<file path="config.mk">
export PLATFORM = sky130hd
export DESIGN_NAME = uart_cmd_rx
export DESIGN_NICKNAME = d
export VERILOG_FILES = /design/src/rtl/uart_cmd_rx.sv
export SDC_FILE = /design/constraint.sdc
export NUM_CORES = 1
export LEC_CHECK = 0
export ABC_AREA = 0
export CORE_ASPECT_RATIO = 1.1
export CORE_MARGIN = 8
export CORE_UTILIZATION = 65
export DETAILED_ROUTE_END_ITERATION = 8
export DONT_BUFFER_PORTS = 1
export GPL_TIMING_DRIVEN = 0
export PLACE_DENSITY = 0.85
export RECOVER_POWER = 50
export SLEW_MARGIN = 20
export SYNTH_ARGS = -nofsm -noshare
export SYNTH_HDL_FRONTEND = slang
export SYNTH_SLANG_ARGS = --single-unit
</file>
<file path="constraint.sdc">
create_clock -name clk -period 3 [get_ports clk]
set_input_delay 0 -clock clk [delete_from_list [all_inputs] [get_ports clk]]
set_output_delay 0 -clock clk [all_outputs]
set_load 0.01 [all_outputs]
</file>
<file path="src/rtl/uart_cmd_rx.sv">
// 8N1 UART command receiver: oversampled deserialiser that decodes ASCII '0'..'3'
// into a 2-bit opcode held under a valid/ready handshake.
module uart_cmd_rx #(
    parameter int CLK_HZ = 50_000_000,
    parameter int BAUD   = 9_600,
    parameter int OVS    = 16
) (
    input  logic       clk,
    input  logic       rst,
    input  logic       RxD,
    input  logic       ready,
    output logic [1:0] opcode,
    output logic       cmd_valid,
    output logic       frame_err,
    output logic       cmd_err,
    output logic       overrun
);

    localparam int DIV = CLK_HZ / (BAUD * OVS);
    localparam int TW  = (DIV > 1) ? $clog2(DIV) : 1;
    localparam int SW  = (OVS > 1) ? $clog2(OVS) : 1;

    localparam logic [TW-1:0] TCNT_LAST = TW'(DIV - 1);
    localparam logic [SW-1:0] SCNT_LAST = SW'(OVS - 1);
    localparam logic [SW-1:0] SCNT_MID  = SW'(OVS / 2 - 1);

    localparam logic [2:0] S_IDLE  = 3'd0;
    localparam logic [2:0] S_START = 3'd1;
    localparam logic [2:0] S_DATA  = 3'd2;
    localparam logic [2:0] S_STOP  = 3'd3;
    localparam logic [2:0] S_BRK   = 3'd4;

    logic          rx_meta_q, rx_meta_d;
    logic          rxs_q, rxs_d;
    logic [TW-1:0] tcnt_q, tcnt_d;
    logic [SW-1:0] scnt_q, scnt_d;
    logic [2:0]    bcnt_q, bcnt_d;
    logic [2:0]    state_q, state_d;
    logic [7:0]    sh_q, sh_d;
    logic [1:0]    opcode_q, opcode_d;
    logic          cmd_valid_q, cmd_valid_d;
    logic          frame_err_q, frame_err_d;
    logic          cmd_err_q, cmd_err_d;
    logic          overrun_q, overrun_d;
    logic          tick_s;

    function automatic logic is_cmd_byte(input logic [7:0] b);
        return (b[7:2] == 6'b001100);
    endfunction

    // Next-state logic: synchroniser, tick divider, frame FSM and command decode
    always_comb begin
        rx_meta_d   = RxD;
        rxs_d       = rx_meta_q;
        tcnt_d      = tcnt_q;
        scnt_d      = scnt_q;
        bcnt_d      = bcnt_q;
        state_d     = state_q;
        sh_d        = sh_q;
        opcode_d    = opcode_q;
        // An accepted command drops unless a new decode reloads it below
        cmd_valid_d = cmd_valid_q & ~ready;
        frame_err_d = 1'b0;
        cmd_err_d   = 1'b0;
        overrun_d   = 1'b0;
        tick_s      = 1'b0;

        if (state_q != S_IDLE) begin
            if (tcnt_q == TCNT_LAST) begin
                tcnt_d = {TW{1'b0}};
                tick_s = 1'b1;
            end else begin
                tcnt_d = tcnt_q + TW'(1);
            end
        end else begin
            tcnt_d = {TW{1'b0}};
        end

        case (state_q)
            S_IDLE: begin
                scnt_d = {SW{1'b0}};
                bcnt_d = 3'd0;
                if (!rxs_q) begin
                    state_d = S_START;
                end else begin
                    state_d = S_IDLE;
                end
            end
            S_START: begin
                if (tick_s) begin
                    if (scnt_q == SCNT_MID) begin
                        scnt_d = {SW{1'b0}};
                        if (rxs_q) begin
                            state_d = S_IDLE;
                        end else begin
                            state_d = S_DATA;
                        end
                    end else begin
                        scnt_d = scnt_q + SW'(1);
                    end
                end else begin
                    scnt_d = scnt_q;
                end
            end
            S_DATA: begin
                if (tick_s) begin
                    if (scnt_q == SCNT_LAST) begin
                        scnt_d = {SW{1'b0}};
                        sh_d   = {rxs_q, sh_q[7:1]};
                        if (bcnt_q == 3'd7) begin
                            state_d = S_STOP;
                        end else begin
                            bcnt_d = bcnt_q + 3'd1;
                        end
                    end else begin
                        scnt_d = scnt_q + SW'(1);
                    end
                end else begin
                    scnt_d = scnt_q;
                end
            end
            S_STOP: begin
                if (tick_s) begin
                    if (scnt_q == SCNT_LAST) begin
                        scnt_d = {SW{1'b0}};
                        if (rxs_q) begin
                            state_d = S_IDLE;
                            // A command being accepted this cycle frees the slot
                            if (is_cmd_byte(sh_q)) begin
                                if (!cmd_valid_q || ready) begin
                                    opcode_d    = sh_q[1:0];
                                    cmd_valid_d = 1'b1;
                                end else begin
                                    overrun_d = 1'b1;
                                end
                            end else begin
                                cmd_err_d = 1'b1;
                            end
                        end else begin
                            frame_err_d = 1'b1;
                            state_d     = S_BRK;
                        end
                    end else begin
                        scnt_d = scnt_q + SW'(1);
                    end
                end else begin
                    scnt_d = scnt_q;
                end
            end
            S_BRK: begin
                if (rxs_q) begin
                    state_d = S_IDLE;
                end else begin
                    state_d = S_BRK;
                end
            end
            default: begin
                state_d = S_IDLE;
            end
        endcase
    end

    // State and output registers with synchronous reset
    always_ff @(posedge clk) begin
        if (rst) begin
            rx_meta_q   <= 1'b1;
            rxs_q       <= 1'b1;
            tcnt_q      <= {TW{1'b0}};
            scnt_q      <= {SW{1'b0}};
            bcnt_q      <= 3'd0;
            state_q     <= S_IDLE;
            sh_q        <= 8'h00;
            opcode_q    <= 2'd0;
            cmd_valid_q <= 1'b0;
            frame_err_q <= 1'b0;
            cmd_err_q   <= 1'b0;
            overrun_q   <= 1'b0;
        end else begin
            rx_meta_q   <= rx_meta_d;
            rxs_q       <= rxs_d;
            tcnt_q      <= tcnt_d;
            scnt_q      <= scnt_d;
            bcnt_q      <= bcnt_d;
            state_q     <= state_d;
            sh_q        <= sh_d;
            opcode_q    <= opcode_d;
            cmd_valid_q <= cmd_valid_d;
            frame_err_q <= frame_err_d;
            cmd_err_q   <= cmd_err_d;
            overrun_q   <= overrun_d;
        end
    end

    assign opcode    = opcode_q;
    assign cmd_valid = cmd_valid_q;
    assign frame_err = frame_err_q;
    assign cmd_err   = cmd_err_q;
    assign overrun   = overrun_q;

endmodule
</file>
Yosys cells after proc, flatten, opt, wreduce, memory -nomap -nowiden
Cells that the tools add are included.

Bits in registers: 35. Latch bits: 0. RAM bits: 0. ROM bits: 0. Output and inout bits: 6. Logic and storage cells: 88. Memories: 0.

$add $sub $neg: 3. Multipliers: 0. Div/mod/pow operators: 0. Order comparisons: 0. Equality and inequality tests: 18. Shift operators: 0. Muxes and demuxes: 31. Bitwise gates (word level): 8. Reduce and logical (&&, ||, !) cells: 16.

Operator list (count): $mux 3 (11); $mux 4 (4); $ne 2x2->1 const B (8); $pmux 3 s5 (1); $mux 1 (12); $pmux 4 s3 (1); $add 9x1->9 const B (1); $eq 9x9->1 const B (1); $not 1->1 (7); $reduce_and 7->1 (1); $eq 3x2->1 const B (2); $eq 3x3->1 const B (2); $eq 6x4->1 const B (1); $pmux 3 s2 (1); $reduce_and 3->1 (2); $reduce_and 6->1 (1); $reduce_bool 3->1 (2); $reduce_or 6->1 (1); $reduce_or 5->1 (1); $add 4x1->4 const B (1); $eq 4x3->1 const B (1); $eq 4x4->1 const B (1); $reduce_and 4->1 (1); $reduce_or 4->1 (1); other kinds (11) (11).

Depth between registers and ports, before layout
Depth after elaboration: 8. Depth in mapped cells: 8.

Worst setup path before layout
Ideal clock, no wire load.

Path type: flip-flop to flip-flop. From: reg tcnt_q[0]. To: reg bcnt_q[1]. Setup time: 0.057 ns. Arrival: 1.673 ns. Required time: 2.943 ns. Slack: 1.270 ns. Stages on the path, launching flop included: 9. Path buffers: 2. Clock period less this slack: 1.730 ns. Cell sequence: dfxtp_1 -> inv_1 -> ha_1 -> and4b_1 -> clkbuf_1 -> nand4_1 -> buf_4 -> nor3b_1 -> o21ba_2.

Longest elaborated chain between the ends: 5.

Ends and longest elaborated chain: start: declaration (line 35) `logic [TW-1:0] tcnt_q, tcnt_d;`; start signal: assignment (line 168) `tcnt_q <= {TW{1'b0}};`; start signal: assignment (line 181) `tcnt_q <= tcnt_d;`; $eq 9x9->1 (line 69) `if (tcnt_q == TCNT_LAST) begin`; $mux 1 (line 69); $mux 1 (line 68) `if (state_q != S_IDLE) begin`; $ne 2x2->1 (no source line); $reduce_and 4->1 (no source line); end signal: assignment (line 183) `bcnt_q <= bcnt_d;`; end: declaration (line 37) `logic [2:0] bcnt_q, bcnt_d;`.

Every way passes these cells. A chain may end at the register's enable or synchronous reset.

Final worst setup path
From: reg tcnt_q[0]. To: reg bcnt_q[0].

Same word-level chain as after synthesis.

==> results_dict.tcl <==
set metrics [dict create \
    tritoncts "built" \
    hold_path.class "in2reg" \
    drc 0 \
    place_congestion 0.809 \
    cts.sinks 35 \
    ir_drop_mv 0.486 \
    hold_violations 0 \
    ys_warn_count 0 \
    drive_gt1_frac 0.101 \
    synthToLayoutAreaGrowth_pct 7.95 \
    critPathMaxFanout 10 \
    relSlewSlack 0.661 \
    initial_core_util 0.692 \
    slowest_delay_ns 0.37 \
    postRouteAntennaNets 0 \
    drt_iter0_drc 77 \
    cp_top_family "buffers and inverters" \
    final_cell_mix "dfxtp_1, nor2_1, a21oi_1" \
    synthCells 168 \
    io_pins 10 \
    dr.pass1.iters 4 \
    syn-cell-area_mm2 0.00157 \
    swShare 0.239 \
    max_clock_freq_ghz 0.490 \
    cts_buffers 5 \
    postCtsResizedCells 0 \
    hpwl_mm 2.29 \
    avgViaCountPerCell 6.03 \
    grt_max_degree 13 \
    grt_pass1_wl_mm 5.42 \
    core.rowCount 18 \
    layout_commonest_cell "dfxtp_1" \
    critPathKind "reg2reg" \
    worst_slack_ns 0.959 \
    diodes 0 \
    port_buffers 0 \
    vias 1261 \
    powerDensity_mw_per_mm2 437 \
    ys_types 40 \
    p_switching_mw 0.177 \
    p_leak_nw 0.647 \
    wl_per_cell_um 15.2 \
    period_share 0.680 \
    finalPower_mw 0.742 \
    endpoint_kind "flop" \
    final.min_clock_period_ns 2.04 \
    cpMaxStageDelayCell "dfxtp_1" \
    synth_nets 177 \
    wirelength_mm 3.18 \
    avgSynthCellArea_um2 9.37 \
    cp_num_buf_inv 3 \
    synth-seq-cells 35 \
    antenna_found_initial 0 \
    yosysSeqAreaShare 0.445 \
    yosysTopAreaCell "dfxtp_1" \
    comb_power_share 0.029 \
    place_area_mm2 0.00161 \
    fin_area_mm2 0.00170 \
    status "finished, final reports clean" \
    clock_skew_ns 0.00957 \
    clockPowerShare 0.340 \
    dieWidth_um 62.9 \
    grt_usage 0.162 \
    htree_levels 2 \
    place_ws_ns 0.979 \
    num-nets-final 187 \
    tightest_slew_ns 0.507 \
    synth_top_cell_area_share 0.445 \
    fp.coreArea_mm2 0.00227 \
    slew_viol_final 0 \
    setup_viol 0 \
    dieHeight_um 67.6 \
    critPathLaunchType "flop" \
    rsz0062_at_grt "no" \
    crit_arrival_ns 2.26 \
    cap_violations 0 \
    clk_latency_ns 0.35 \
    grt_pass1_vias 1240 \
    pwr-share-seq 0.631 \
    ys_top_cells_by_area "dfxtp_1, mux2i_1, nor2_1, ha_1, xor2_1" \
    clk_pin_slew_ns 0.11 \
    root_buffer "clkbuf_4" \
    intPower_mw 0.565 \
    final_util 0.747 \
    die_area_mm2 0.00425 \
    gr-total-overflow 0 \
    crit_chain "inv_1 -> ha_1 -> and4b_1 -> clkbuf_1 -> nand4_1 -> buf_4 -> o211ai_1 -> a21oi_1" \
    cp.required_ns 3.22 \
    tns_ns 0 \
    clockBufferDepth 2 \
]
-- power groups by stage --
| stage | Combinational (mW) | Sequential [mW] | Clock (mW) |
|---|---|---|---|
| 3_3_place_gp | 0.0166 | 0.479 | 0 |
| 2_1_floorplan | 0.0138 | 0.479 | 0 |
| 6_report | 0.0214 | 0.469 | 0.252 |
| 5_1_grt | 0.0242 | 0.469 | 0.279 |
| 3_5_place_dp | 0.0175 | 0.479 | 0 |
| 4_1_cts | 0.0212 | 0.469 | 0.258 |
-- logic make-up (layout without fill, tap and decap cells) --
| family | Yosys count | count (layout) | synth area share |
|---|---|---|---|
| and+or+nand+nor | 73 | 73 | 0.269 |
| DFF | 35 | 35 | 0.445 |
| AOI/OAI and AO/OA | 28 | 28 | 0.122 |
| buffers and inverters | 11 | 22 | 0.0286 |
| xor gates and xnor gates | 8 | 8 | 0.0445 |
| muxes | 8 | 8 | 0.0509 |
| adders and majority gates | 5 | 5 | 0.0397 |
-- layer usage --
layer  wire, um  vias up  global-route usage
met5          0        -                   0
met4         51        0              0.0912
met3        181        6              0.0613
met2       1630       26               0.293
met1       1320      595               0.159
li1           -      634                   -
-- worst paths after layout --
path,from,end,slack [ns],cells past startpoint
worst max-delay path,tcnt_q[0]$_SDFF_PP0_,bcnt_q[0]$_SDFFE_PP0P_,0.96,8
worst min-delay path,rst,sh_q[2]$_SDFFE_PP0P_,0.01,2
worst max register to register,tcnt_q[0]$_SDFF_PP0_,bcnt_q[0]$_SDFFE_PP0P_,0.96,8
worst min register to register,rx_meta_q$_SDFF_PP1_,rxs_q$_SDFF_PP1_,0.43,1
-- Yosys cell counts --
library cell	n
dfxtp_1	35
nor2_1	19
a21oi_1	9
mux2i_1	8
nand2_1	8
nand4_1	8
clkbuf_1	7
xor2_1	7
nand3_1	6
or3_1	6
ha_1	5
or2_2	4
a31oi_1	3
and3_1	3
inv_1	3
o21ai_0	3
o21ba_2	3
nand2b_1	2
nand4b_1	2
nor3_1	2
nor3b_1	2
nor4_1	2
o211a_1	2
o211ai_1	2
o31ai_1	2
a211oi_1	1
and2_1	1
and4_1	1
and4b_1	1
buf_4	1
nor2b_1	1
nor4b_1	1
nor4b_4	1
nor4bb_1	1
o21a_1	1
o2bb2a_1	1
o41ai_1	1
or3b_2	1
or4b_1	1
xnor2_1	1
-- final cells by class --
type,instances,area [um2]
Buffer,8,33.8
Clock buffer,5,37.5
Clock inverter,3,20.0
Fill cell,166,576
Inverter,3,11.3
Multi-Input combinational cell,122,828
Sequential cell,35,701
Tap cell,30,37.5
Timing Repair Buffer,3,30.0
-- state kept, by name (all words and copies together), names as in the netlist, 2 cells and up --
name	cells
opcode	2
state_q	3
tcnt_q	9
sh_q	8
bcnt_q	3
scnt_q	4
-- metrics by stage --
step	hold WS (ns)	instances
after floorplan	0.104	168
after global placement	0.107	198
after detailed placement	0.112	198
after CTS	0.00401	209
after global routing	0.0251	209
final	0.0127	209
-- worst register-to-register path: stages (launching register included) --
cell	delay (ns)
dfxtp_1	0.37
inv_1	0.07
ha_1	0.14
and4b_1	0.19
clkbuf_1	0.31
nand4_1	0.26
buf_4	0.28
o211ai_1	0.20
a21oi_1	0.10
-- timing repair --
item / 4_1_cts / 5_1_grt
hold buffers: 3 / 0
endpoints found under the hold margin: 10 / 0
buffers inserted: 0 / 0
(Power assumes the default switching activity.)
